===== src/rtl/lane_stage3_wb_pkg.sv =====
// lane_stage3_wb_pkg: shared defaults and the byte-lane merge helper for the stage-3 write-back buffer.
// Rev 1.0
`default_nettype none

package lane_stage3_wb_pkg;

  localparam int c_DATA_WIDTH     = 32;
  localparam int c_DEPTH          = 4;
  localparam int c_GROUP_WIDTH    = 10;
  localparam int c_OFFSET_WIDTH   = 6;
  localparam int c_VD_WIDTH       = 5;
  localparam int c_INST_WIDTH     = 3;
  localparam int c_AF_LEVEL       = 1;

  // Widest data path the merge helper supports; callers zero-extend into it.
  localparam int c_MAX_DATA_WIDTH = 1024;
  localparam int c_MAX_MASK_WIDTH = c_MAX_DATA_WIDTH / 8;

  // Bytes enabled by neither mask carry no meaning and are cleared.
  function automatic logic [c_MAX_DATA_WIDTH-1:0] byte_merge(
    input logic [c_MAX_DATA_WIDTH-1:0] old_data,
    input logic [c_MAX_MASK_WIDTH-1:0] old_mask,
    input logic [c_MAX_DATA_WIDTH-1:0] new_data,
    input logic [c_MAX_MASK_WIDTH-1:0] new_mask
  );
    logic [c_MAX_DATA_WIDTH-1:0] w_result;
    w_result = '0;
    for (int i = 0; i < c_MAX_MASK_WIDTH; i++) begin
      if (new_mask[i]) begin
        w_result[i*8 +: 8] = new_data[i*8 +: 8];
      end else if (old_mask[i]) begin
        w_result[i*8 +: 8] = old_data[i*8 +: 8];
      end
    end
    return w_result;
  endfunction

endpackage

`default_nettype wire


===== src/rtl/lane_wb_fifo.sv =====
// lane_wb_fifo: register-array in-order queue with push, pop, tail rewrite and registered full/empty.
// Rev 1.0
`default_nettype none

module lane_wb_fifo #(
  parameter int WIDTH = 8,
  parameter int DEPTH = 4
) (
  input  logic                       clk,
  input  logic                       rst,
  input  logic                       i_push,
  input  logic                       i_pop,
  input  logic [WIDTH-1:0]           i_push_data,
  input  logic                       i_rewrite,
  input  logic [WIDTH-1:0]           i_rewrite_data,
  output logic [WIDTH-1:0]           o_head_data,
  output logic [WIDTH-1:0]           o_tail_data,
  output logic [$clog2(DEPTH+1)-1:0] o_occupancy,
  output logic                       o_full,
  output logic                       o_empty
);

  localparam int c_PTR_W = $clog2(DEPTH);
  localparam int c_CNT_W = $clog2(DEPTH+1);
  localparam logic [c_PTR_W-1:0] c_LAST_PTR = c_PTR_W'(DEPTH-1);
  localparam logic [c_CNT_W-1:0] c_FULL_CNT = c_CNT_W'(DEPTH);

  logic [WIDTH-1:0]   r_mem [DEPTH];
  logic [c_PTR_W-1:0] r_wr_ptr;
  logic [c_PTR_W-1:0] r_rd_ptr;
  logic [c_CNT_W-1:0] r_count;
  logic               r_full;
  logic               r_empty;
  logic [c_CNT_W-1:0] w_count_next;
  logic [c_PTR_W-1:0] w_tail_ptr;

  // Most recently written slot; pointers wrap explicitly so DEPTH need not be a power of two.
  assign w_tail_ptr = (r_wr_ptr == '0) ? c_LAST_PTR : r_wr_ptr - 1'b1;

  always_comb begin
    w_count_next = r_count;
    if (i_push && !i_pop) begin
      w_count_next = r_count + 1'b1;
    end else if (!i_push && i_pop) begin
      w_count_next = r_count - 1'b1;
    end
  end

  always_ff @(posedge clk or posedge rst) begin
    if (rst) begin
      r_wr_ptr <= '0;
      r_rd_ptr <= '0;
      r_count  <= '0;
      r_full   <= 1'b0;
      r_empty  <= 1'b1;
    end else begin
      if (i_push) begin
        r_wr_ptr <= (r_wr_ptr == c_LAST_PTR) ? '0 : r_wr_ptr + 1'b1;
      end
      if (i_pop) begin
        r_rd_ptr <= (r_rd_ptr == c_LAST_PTR) ? '0 : r_rd_ptr + 1'b1;
      end
      r_count <= w_count_next;
      r_full  <= (w_count_next == c_FULL_CNT);
      r_empty <= (w_count_next == '0);
    end
  end

  // Storage has no reset; contents are only observed behind a valid count.
  always_ff @(posedge clk) begin
    if (i_push) begin
      r_mem[r_wr_ptr] <= i_push_data;
    end else if (i_rewrite) begin
      r_mem[w_tail_ptr] <= i_rewrite_data;
    end
  end

  assign o_head_data = r_mem[r_rd_ptr];
  assign o_tail_data = r_mem[w_tail_ptr];
  assign o_occupancy = r_count;
  assign o_full      = r_full;
  assign o_empty     = r_empty;

endmodule

`default_nettype wire


===== src/rtl/lane_stage3_wb.sv =====
// lane_stage3_wb: stage-3 write-back buffer, groupCounter -> (vd, offset), in-order queue to the VRF.
// Rev 1.0 -- define LANE_STAGE3_WB_MERGE_EN to merge matching writes into the tail entry.
`default_nettype none

module lane_stage3_wb
  import lane_stage3_wb_pkg::*;
#(
  parameter int DATA_WIDTH   = c_DATA_WIDTH,
  parameter int DEPTH        = c_DEPTH,
  parameter int GROUP_WIDTH  = c_GROUP_WIDTH,
  parameter int OFFSET_WIDTH = c_OFFSET_WIDTH,
  parameter int VD_WIDTH     = c_VD_WIDTH,
  parameter int INST_WIDTH   = c_INST_WIDTH,
  parameter int AF_LEVEL     = c_AF_LEVEL
) (
  input  logic                         clock,
  input  logic                         reset,
  input  logic                         enqueue_valid,
  output logic                         enqueue_ready,
  input  logic [GROUP_WIDTH-1:0]       enqueue_bits_groupCounter,
  input  logic [VD_WIDTH-1:0]          enqueue_bits_vd,
  input  logic [DATA_WIDTH-1:0]        enqueue_bits_data,
  input  logic [DATA_WIDTH/8-1:0]      enqueue_bits_mask,
  input  logic                         enqueue_bits_last,
  input  logic [INST_WIDTH-1:0]        enqueue_bits_instructionIndex,
  output logic                         vrfWriteRequest_valid,
  input  logic                         vrfWriteRequest_ready,
  output logic [VD_WIDTH-1:0]          vrfWriteRequest_bits_vd,
  output logic [OFFSET_WIDTH-1:0]      vrfWriteRequest_bits_offset,
  output logic [DATA_WIDTH/8-1:0]      vrfWriteRequest_bits_mask,
  output logic [DATA_WIDTH-1:0]        vrfWriteRequest_bits_data,
  output logic                         vrfWriteRequest_bits_last,
  output logic [INST_WIDTH-1:0]        vrfWriteRequest_bits_instructionIndex,
  output logic [$clog2(DEPTH+1)-1:0]   occupancy,
  output logic                         almostFull
);

  localparam int c_MASK_W = DATA_WIDTH / 8;
  localparam int c_CNT_W  = $clog2(DEPTH+1);

  typedef struct packed {
    logic [VD_WIDTH-1:0]     vd;
    logic [OFFSET_WIDTH-1:0] offset;
    logic [INST_WIDTH-1:0]   inst;
    logic                    last;
    logic [c_MASK_W-1:0]     mask;
    logic [DATA_WIDTH-1:0]   data;
  } entry_t;

  entry_t             w_enq_entry;
  entry_t             w_head_entry;
  entry_t             w_tail_entry;
  entry_t             w_rewrite_entry;
  logic [c_CNT_W-1:0] w_occupancy;
  logic               w_full;
  logic               w_empty;
  logic               w_enq_fire;
  logic               w_deq_fire;
  logic               w_suppress;
  logic               w_merge;
  logic               w_push;

  // Upper groupCounter bits step the register index; the sum wraps modulo 2^VD_WIDTH.
  assign w_enq_entry.vd     = enqueue_bits_vd
                            + VD_WIDTH'(enqueue_bits_groupCounter[GROUP_WIDTH-1:OFFSET_WIDTH]);
  assign w_enq_entry.offset = enqueue_bits_groupCounter[OFFSET_WIDTH-1:0];
  assign w_enq_entry.inst   = enqueue_bits_instructionIndex;
  assign w_enq_entry.last   = enqueue_bits_last;
  assign w_enq_entry.mask   = enqueue_bits_mask;
  assign w_enq_entry.data   = enqueue_bits_data;

  assign enqueue_ready         = !w_full;
  assign vrfWriteRequest_valid = !w_empty;
  assign w_enq_fire            = enqueue_valid && enqueue_ready;
  assign w_deq_fire            = vrfWriteRequest_valid && vrfWriteRequest_ready;

  // A write with no enabled bytes is dropped unless it carries the instruction's last marker.
  assign w_suppress = (enqueue_bits_mask == '0) && !enqueue_bits_last;

`ifdef LANE_STAGE3_WB_MERGE_EN
  logic                        w_tail_match;
  logic [c_MAX_DATA_WIDTH-1:0] w_old_data_ext;
  logic [c_MAX_MASK_WIDTH-1:0] w_old_mask_ext;
  logic [c_MAX_DATA_WIDTH-1:0] w_new_data_ext;
  logic [c_MAX_MASK_WIDTH-1:0] w_new_mask_ext;

  assign w_tail_match = (w_tail_entry.vd == w_enq_entry.vd)
                     && (w_tail_entry.offset == w_enq_entry.offset)
                     && (w_tail_entry.inst == w_enq_entry.inst);

  // A lone entry leaving this cycle cannot be merged into, so it becomes a fresh push.
  assign w_merge = w_enq_fire && !w_suppress && !w_empty && w_tail_match
                && !w_tail_entry.last
                && !((w_occupancy == c_CNT_W'(1)) && w_deq_fire);

  always_comb begin
    w_old_data_ext                   = '0;
    w_old_mask_ext                   = '0;
    w_new_data_ext                   = '0;
    w_new_mask_ext                   = '0;
    w_old_data_ext[DATA_WIDTH-1:0]   = w_tail_entry.data;
    w_old_mask_ext[c_MASK_W-1:0]     = w_tail_entry.mask;
    w_new_data_ext[DATA_WIDTH-1:0]   = enqueue_bits_data;
    w_new_mask_ext[c_MASK_W-1:0]     = enqueue_bits_mask;
    w_rewrite_entry                  = w_tail_entry;
    w_rewrite_entry.mask             = w_tail_entry.mask | enqueue_bits_mask;
    w_rewrite_entry.last             = enqueue_bits_last;
    w_rewrite_entry.data             = DATA_WIDTH'(byte_merge(w_old_data_ext, w_old_mask_ext,
                                                              w_new_data_ext, w_new_mask_ext));
  end
`else
  assign w_merge         = 1'b0;
  assign w_rewrite_entry = w_tail_entry;
`endif

  assign w_push = w_enq_fire && !w_suppress && !w_merge;

  lane_wb_fifo #(
    .WIDTH ($bits(entry_t)),
    .DEPTH (DEPTH)
  ) u_fifo (
    .clk            (clock),
    .rst            (reset),
    .i_push         (w_push),
    .i_pop          (w_deq_fire),
    .i_push_data    (w_enq_entry),
    .i_rewrite      (w_merge),
    .i_rewrite_data (w_rewrite_entry),
    .o_head_data    (w_head_entry),
    .o_tail_data    (w_tail_entry),
    .o_occupancy    (w_occupancy),
    .o_full         (w_full),
    .o_empty        (w_empty)
  );

  assign vrfWriteRequest_bits_vd               = w_head_entry.vd;
  assign vrfWriteRequest_bits_offset           = w_head_entry.offset;
  assign vrfWriteRequest_bits_mask             = w_head_entry.mask;
  assign vrfWriteRequest_bits_data             = w_head_entry.data;
  assign vrfWriteRequest_bits_last             = w_head_entry.last;
  assign vrfWriteRequest_bits_instructionIndex = w_head_entry.inst;

  assign occupancy  = w_occupancy;
  assign almostFull = (32'(DEPTH) - 32'(w_occupancy)) <= 32'(AF_LEVEL);

endmodule

`default_nettype wire


===== config.mk =====
export PLATFORM = sky130hd
export DESIGN_NAME = lane_stage3_wb
export DESIGN_NICKNAME = d
export VERILOG_FILES = /design/src/rtl/lane_stage3_wb_pkg.sv /design/src/rtl/lane_wb_fifo.sv /design/src/rtl/lane_stage3_wb.sv
export SDC_FILE = /design/constraint.sdc
export NUM_CORES = 1
export LEC_CHECK = 0
export CAP_MARGIN = 25
export CORE_MARGIN = 2
export CORE_UTILIZATION = 55
export CTS_BUF_LIST = sky130_fd_sc_hd__clkbuf_4
export DETAILED_ROUTE_END_ITERATION = 12
export PLACE_DENSITY_LB_ADDON = 0.12
export SKIP_LAST_GASP = 1
export SLEW_MARGIN = 10
export SYNTH_ARGS = -nofsm -noshare
export SYNTH_HDL_FRONTEND = slang
export SYNTH_SLANG_ARGS = --single-unit

===== constraint.sdc =====
create_clock -name clock -period 4.2 [get_ports clock]
set_input_delay 0.63 -clock clock [delete_from_list [all_inputs] [get_ports clock]]
set_output_delay 0.63 -clock clock [all_outputs]
set_load 0.02 [all_outputs]

==> summary.md, run 1 <==
| Metric | Value |
|---|---|
| Outcome | finished, final reports clean |
| Setup tns final | 0 ps |
| # IOs | 116 |
| Seq pwr share | 0.417 |
| Total congestion overflow | 0 |
| Die H | 126 um |
| Largest net degree at the start of global routing | 54 |
| Reg-to-Reg Start | u_fifo.o_full$_DFF_PP0_ |
| Post-Synth Simple-Gate Area | 0.0182 |
| Ys flop type | edfxtp_1 |
| Seq cells post-synth | 213 |
| CTS tree | yes |
| Post-synth EDFFs | 204 |
| DR vias/cell | 5.43 |
| Worst reg-to-reg path cell count | 4 |
| Pre-Repair DR Iteration Count | 6 |
| Seq/Total Area, Yosys | 0.781 |
| Vias | 3950 |
| Synth cell count leaders | edfxtp_1, mux4_2, inv_1, ha_1 |
| Post-synthesis cell type count | 31 |
| Adder-Cell Fraction of Synth Area | 0.0194 |
| Drt drc | 0 |
| Wire length per cell | 19.6 um |
| Reg-to-Reg End | u_fifo.r_mem[3][22]$_DFFE_PP_ |
| Maxcap violations | 0 |
| Inst Count DP | 637 |
| Worst endpoint required time | 3570 ps |
| Post-CTS sizing | 0 |
| Yosys warning count | 0 |
| Final count of negative-setup-slack endpoints | 0 |
| Main combinational cell family by area after synthesis | multiplexers |
| Switch Pwr | 2.18 mW |
| Fin crit period | 3490 ps |
| Final WL | 14200 um |
| Mux share of post-synthesis cell area | 0.145 |
| GP Congestion | 0.694 |
| Logic pwr share | 0.360 |
| Worst VDD drop | 375 uV |
| Xor-xnor portion of the synthesized cell area | 0.00631 |
| CTS buffer count | 50 |
| Post-cts hold buffer count | 0 |
| Syn_nets | 415 |
| Worst Max-Slew Pin Slew | 773 ps |
| Cells after synthesis | 344 |
| CTS sink count | 213 |
| Pint | 4.88 mW |
| Root buffer cell | clkbuf_4 |
| Site Rows | 44 |
| Max Root-Sink Buffers | 3 |
| Post-route ant nets | 0 |
| Htree depth | 2 |
| Crit share post-route | 0.830 |
| First-pass GRT wire length | 22900 um |
| GRT Overall Usage | 0.190 |
| Synthesis-to-layout area growth | 25.3% |
| Compound-Gate Fraction of Synth Area | 0.0155 |
| Initial core utilization | 0.562 |
| Worst rel slew slack | 0.485 |
| Chip width | 126 um |
| Power per cell area | 693 mW/mm^2 |
| Fin. Hold Viols | 0 |
| Leakage component of the power | 3.49 nW |
| Top-count cell post-synth | edfxtp_1 |
| Avg Inst Size Synth | 23.6 um^2 |
| Worst-Skew Late Latency | 640 ps |
| Clock power frac | 0.222 |
| Crit Path Class | reg2out |
| Clk slew on worst S/H paths | 70 ps |
| Min-delay worst type | in2async |
| Layout Cells excl Fill | 728 |
| Hpwl dp | 8430 um |
| Crit end category | output pin |
| Antenna cells | 0 |
| Share of post-route cells with drive strength above 1 | 0.285 |
| Top-area cell type share of the netlist area | 0.753 |
| Startpoint Class | flip-flop |
| Nets@finish | 576 |
| Post-CTS setup buffer count | 0 |
| Setup Skew | 30.9 ps |
| Most area-hungry cell type in the Yosys netlist | edfxtp_1 |
| Multi-input gate area | 0.00167 mm^2 |
| Synthesized cell area | 0.00813 mm^2 |
| Fill cell total of the finished layout | 927 |
| Core Footprint | 0.0145 mm^2 |
| Final worst setup slack | 714 ps |
| Synth area leaders | edfxtp_1, mux4_2, dfrtp_1 |
| Fmax | 287 MHz |
| RSZ-0062 raised after global routing | no |
| Finished Core Util | 0.704 |
| Internal reg-to-reg setup slack | 2020 ps |
| Place WS | 1120 ps |
| Async set-reset flop share out of synthesis | 0.0423 |
| Total die area | 0.0158 mm^2 |
| Number of global-route vias before repair | 4383 |
| Final Max Tran Viols | 0 |
| Switching portion of total power | 0.309 |
| Initial DRC Count | 249 |
| Seq. cell area | 0.00636 mm^2 |
| Post-layout power | 7.06 mW |
| WP data arrival | 2860 ps |
| # port buffers | 115 |
| Initial antenna violation count | 0 |
| CP max FO | 28 |
worst max path at each step:
stage	startpoint	to	slack [ps]
3_5_place_dp	enqueue_bits_last	u_fifo.r_mem[0][30]$_DFFE_PP_	1120
5_1_grt	u_fifo.r_rd_ptr[0]$_DFFE_PP0P_	vrfWriteRequest_bits_data[20]	500
3_3_place_gp	enqueue_bits_last	u_fifo.r_mem[0][8]$_DFFE_PP_	1220
4_1_cts	u_fifo.r_rd_ptr[0]$_DFFE_PP0P_	vrfWriteRequest_bits_data[20]	580
2_1_floorplan	enqueue_bits_mask[1]	u_fifo.r_mem[0][0]$_DFFE_PP_	1530
6_report	u_fifo.r_rd_ptr[0]$_DFFE_PP0P_	vrfWriteRequest_bits_data[20]	710
cells in the final DEF (no fill, tap or decap):
master,count
a21oi_1,3
o32ai_1,1
nor4b_2,1
a211oi_2,1
a21o_1,2
nand2_1,2
inv_1,13
nand2b_1,1
a22o_4,1
dfrtp_4,1
xnor2_1,4
buf_4,1
ha_1,11
a22oi_4,2
o21ai_0,3
fa_1,1
nor3_4,1
mux2_2,3
clkbuf_4,75
nor2b_4,1
dfrtp_2,1
edfxtp_1,204
dfrtp_1,6
buf_12,5
clkinv_2,3
nor2_1,8
clkdlybuf4s50_1,115
xnor2_2,1
nand3_1,1
or2_1,1
and2_2,4
clkinv_1,13
dfstp_2,1
nand2b_4,1
mux4_2,51
nor2b_2,1
critical path, stage by stage (launching register included):
cell             delay, ps
dfrtp_4                790
buf_12                 310
mux4_2                 550
clkdlybuf4s50_1        560
power groups by stage:
stage	Clock, mW	Combinational (mW)	Sequential, mW
after floorplan	0	1.60	2.91
after global placement	0	2.57	2.98
after detailed placement	0	2.59	3.01
after CTS	1.63	2.59	2.96
after global routing	1.74	2.71	2.99
final	1.57	2.54	2.95
logic make-up (layout without fill, tap and decap cells):
family	count (synthesis)	count (layout)
adder cells (fa/ha/maj)	12	12
flip-flops	213	213
AO/OA/AOI/OAI	13	13
XOR/XNOR	5	5
multiplexers	54	54
buffers and inverters	25	225
AND/OR/NAND/NOR	22	22
metrics by stage:
stage,cell area [um^2],hold WS [ps]
floorplan,8130,457
global placement,9570,573
detailed placement,9570,571
CTS,10200,241
global route,10200,275
finish,10200,281
final cells by class:
| cell class | instances | share of cell area |
|---|---|---|
| multi-input cells | 106 | 0.164 |
| clock buffers | 75 | 0.0552 |
| clock inverters | 16 | 0.00626 |
| repair buffers | 121 | 0.123 |
| inverters | 13 | 0.00479 |
| flip-flops and latches | 213 | 0.624 |
| well taps | 184 | 0.0226 |
metal layers:
layer	vias to the layer above	share of wire	track usage
met5	-	0	0
met3	22	0.060	0.0540
met4	0	0.019	0.0784
li1	1791	-	-
met1	2000	0.39	0.232
met2	137	0.53	0.324
state kept, by name (all words and copies together) (netlist names):
register and flops:
u_fifo.r_rd_ptr 2, u_fifo.r_mem 204, u_fifo.o_empty 1, u_fifo.r_wr_ptr 2
u_fifo.o_occupancy 3, u_fifo.o_full 1
(Power assumes the default switching activity.)
==> run 2: changes to the inputs <==
clock period = 3.6 ns   (was 4.2 ns; I/O delays follow)
==> summary.md, run 2 (synthesized netlist as in run 1, its figures left out) <==
| Metric | Value |
|---|---|
| Htree depth | 2 |
| Worst VDD drop | 427 uV |
| Max Root-Sink Buffers | 3 |
| Worst-Skew Late Latency | 630 ps |
| Wire length per cell | 19.7 um |
| Finished Core Util | 0.715 |
| Nets@finish | 584 |
| Buf/Inv on CP | 2 |
| Number of global-route vias before repair | 4436 |
| Worst endpoint required time | 3060 ps |
| Hpwl dp | 8810 um |
| Root buffer cell | clkbuf_4 |
| Core Footprint | 0.0145 mm^2 |
| Crit-path leading delay family | buffers and inverters |
| Post-route ant nets | 0 |
| Final count of negative-setup-slack endpoints | 0 |
| Setup tns final | 0 ps |
| Worst Max-Slew Pin Slew | 510 ps |
| Largest Register | u_fifo.r_mem |
| DR vias/cell | 5.43 |
| Outcome | finished, final reports clean |
| Initial core utilization | 0.562 |
| Die H | 126 um |
| Vias | 3980 |
| Post-CTS sizing | 0 |
| Setup Skew | 19.9 ps |
| WP data arrival | 2650 ps |
| CP max FO | 18 |
| Number of flip-flops in the largest register | 204 |
| Total die area | 0.0158 mm^2 |
| Synthesis-to-layout area growth | 27.2% |
| Min-delay worst type | in2async |
| Fmax | 313 MHz |
| Final Max Tran Viols | 0 |
| Crit Path Class | reg2out |
| Maxcap violations | 0 |
| Seq. cell area | 0.00636 mm^2 |
| # port buffers | 115 |
| Antenna cells | 0 |
| Slowest CP cell | dfrtp_4 |
| First-pass GRT wire length | 22900 um |
| Total congestion overflow | 0 |
| Fill cell total of the finished layout | 889 |
| Startpoint Class | flip-flop |
| Crit-path max cell delay | 690 ps |
| RSZ-0062 raised after global routing | no |
| Largest net degree at the start of global routing | 42 |
| Crit path cell chain | buf_12 > mux4_2 > clkdlybuf4s50_1 |
| Multi-input gate area | 0.00167 mm^2 |
| Drt drc | 0 |
| Final worst setup slack | 408 ps |
| Worst rel slew slack | 0.660 |
| Pre-Repair DR Iteration Count | 4 |
| Most frequent cells in the layout | edfxtp_1, clkdlybuf4s50_1, clkbuf_4 |
| Fin crit period | 3190 ps |
| Fin. Hold Viols | 0 |
| Share of post-route cells with drive strength above 1 | 0.311 |
| Place WS | 769 ps |
| Final hold slack | 192 ps |
| CTS buffer count | 52 |
| Initial antenna violation count | 0 |
| Crit share post-route | 0.887 |
| CTS tree | yes |
| Post-cts hold buffer count | 0 |
| GP Congestion | 0.715 |
| CTS sink count | 213 |
| Commonest non-fill, non-tap cell in the layout | edfxtp_1 |
| Clk slew on worst S/H paths | 60 ps |
| Crit end category | output pin |
| Final WL | 14400 um |
| # IOs | 116 |
| Chip width | 126 um |
| Leakage component of the power | 3.57 nW |
| GRT Overall Usage | 0.190 |
| Power per cell area | 820 mW/mm^2 |
| Site Rows | 44 |
| Initial DRC Count | 208 |
## run 2: cell count changes in the layout (fill, tap and decap cells not counted)
cell and delta:
buf_4 +2, clkinvlp_4 +1, buf_12 +4, clkinv_2 -3, clkbuf_4 +10, inv_2 +1
clkinv_1 -11, bufinv_16 +1
## run 2: cell type report
type                            count  area share
Tap cell                          184      0.0222
Multi-Input combinational cell    106       0.161
Timing Repair Buffer              127       0.131
Clock inverter                      5     0.00472
Inverter                           13     0.00472
Sequential cell                   213       0.614
Clock buffer                       85      0.0617
## run 2: metal layers
layer,share of wire,vias up,track usage,wire [um]
li1,-,1803,-,-
met1,0.42,2048,0.251,6030
met2,0.51,113,0.312,7410
met3,0.053,16,0.0523,768
met4,0.015,0,0.0614,212
met5,0,-,0,0
## run 2: metrics by stage
step	cells	cell area [um^2]	power, mW
CTS	732	10300	8.59
global placement	642	9640	6.52
detailed placement	642	9640	6.57
finish	733	10300	8.49
floorplan	344	8130	5.27
global route	733	10300	8.92
## run 2: worst paths after layout
check                                                                 to                       startpoint  cells past startpoint  slack (ps)
worst max-delay path            vrfWriteRequest_bits_instructionIndex[0]   u_fifo.r_rd_ptr[0]$_DFFE_PP0P_                      3         410
worst min register to register           u_fifo.o_occupancy[2]$_DFF_PP0_  u_fifo.o_occupancy[2]$_DFF_PP0_                      1         590
max in group asynchronous                 u_fifo.r_rd_ptr[0]$_DFFE_PP0P_                            reset                      2        3080
min in group clock                         u_fifo.r_mem[1][44]$_DFFE_PP_     enqueue_bits_groupCounter[4]                      1         550
worst max register to register              u_fifo.r_mem[3][5]$_DFFE_PP_          u_fifo.o_full$_DFF_PP0_                      4        1540
worst min-delay path                      u_fifo.r_rd_ptr[1]$_DFFE_PP0P_                            reset                      2         190
## run 2: where the power goes
group          leakage [nW]  internal [mW]  switching (mW)  total, mW
registers              1.97           3.23           0.218       3.44
clock network         0.413           1.13           0.859       1.99
logic                  1.19           1.58            1.48       3.06
total                  3.57           5.93            2.55       8.49
## run 2: worst register-to-register path, stage by stage (launching register included)
cell	delay [ps]
dfrtp_1	380
nand2b_4	160
a21oi_1	390
and2_2	570
buf_12	250
## run 2: repair_timing
item	4_1_cts	5_1_grt
hold endpoints to repair	0	0
setup endpoints to repair	0	2
buffers inserted	0	1
==> run 3: changes to the inputs <==
SLEW_MARGIN = 25   (was 10)
==> results of run 3 <==
The final DEF is identical to that of run 2; final timing and power are the same.
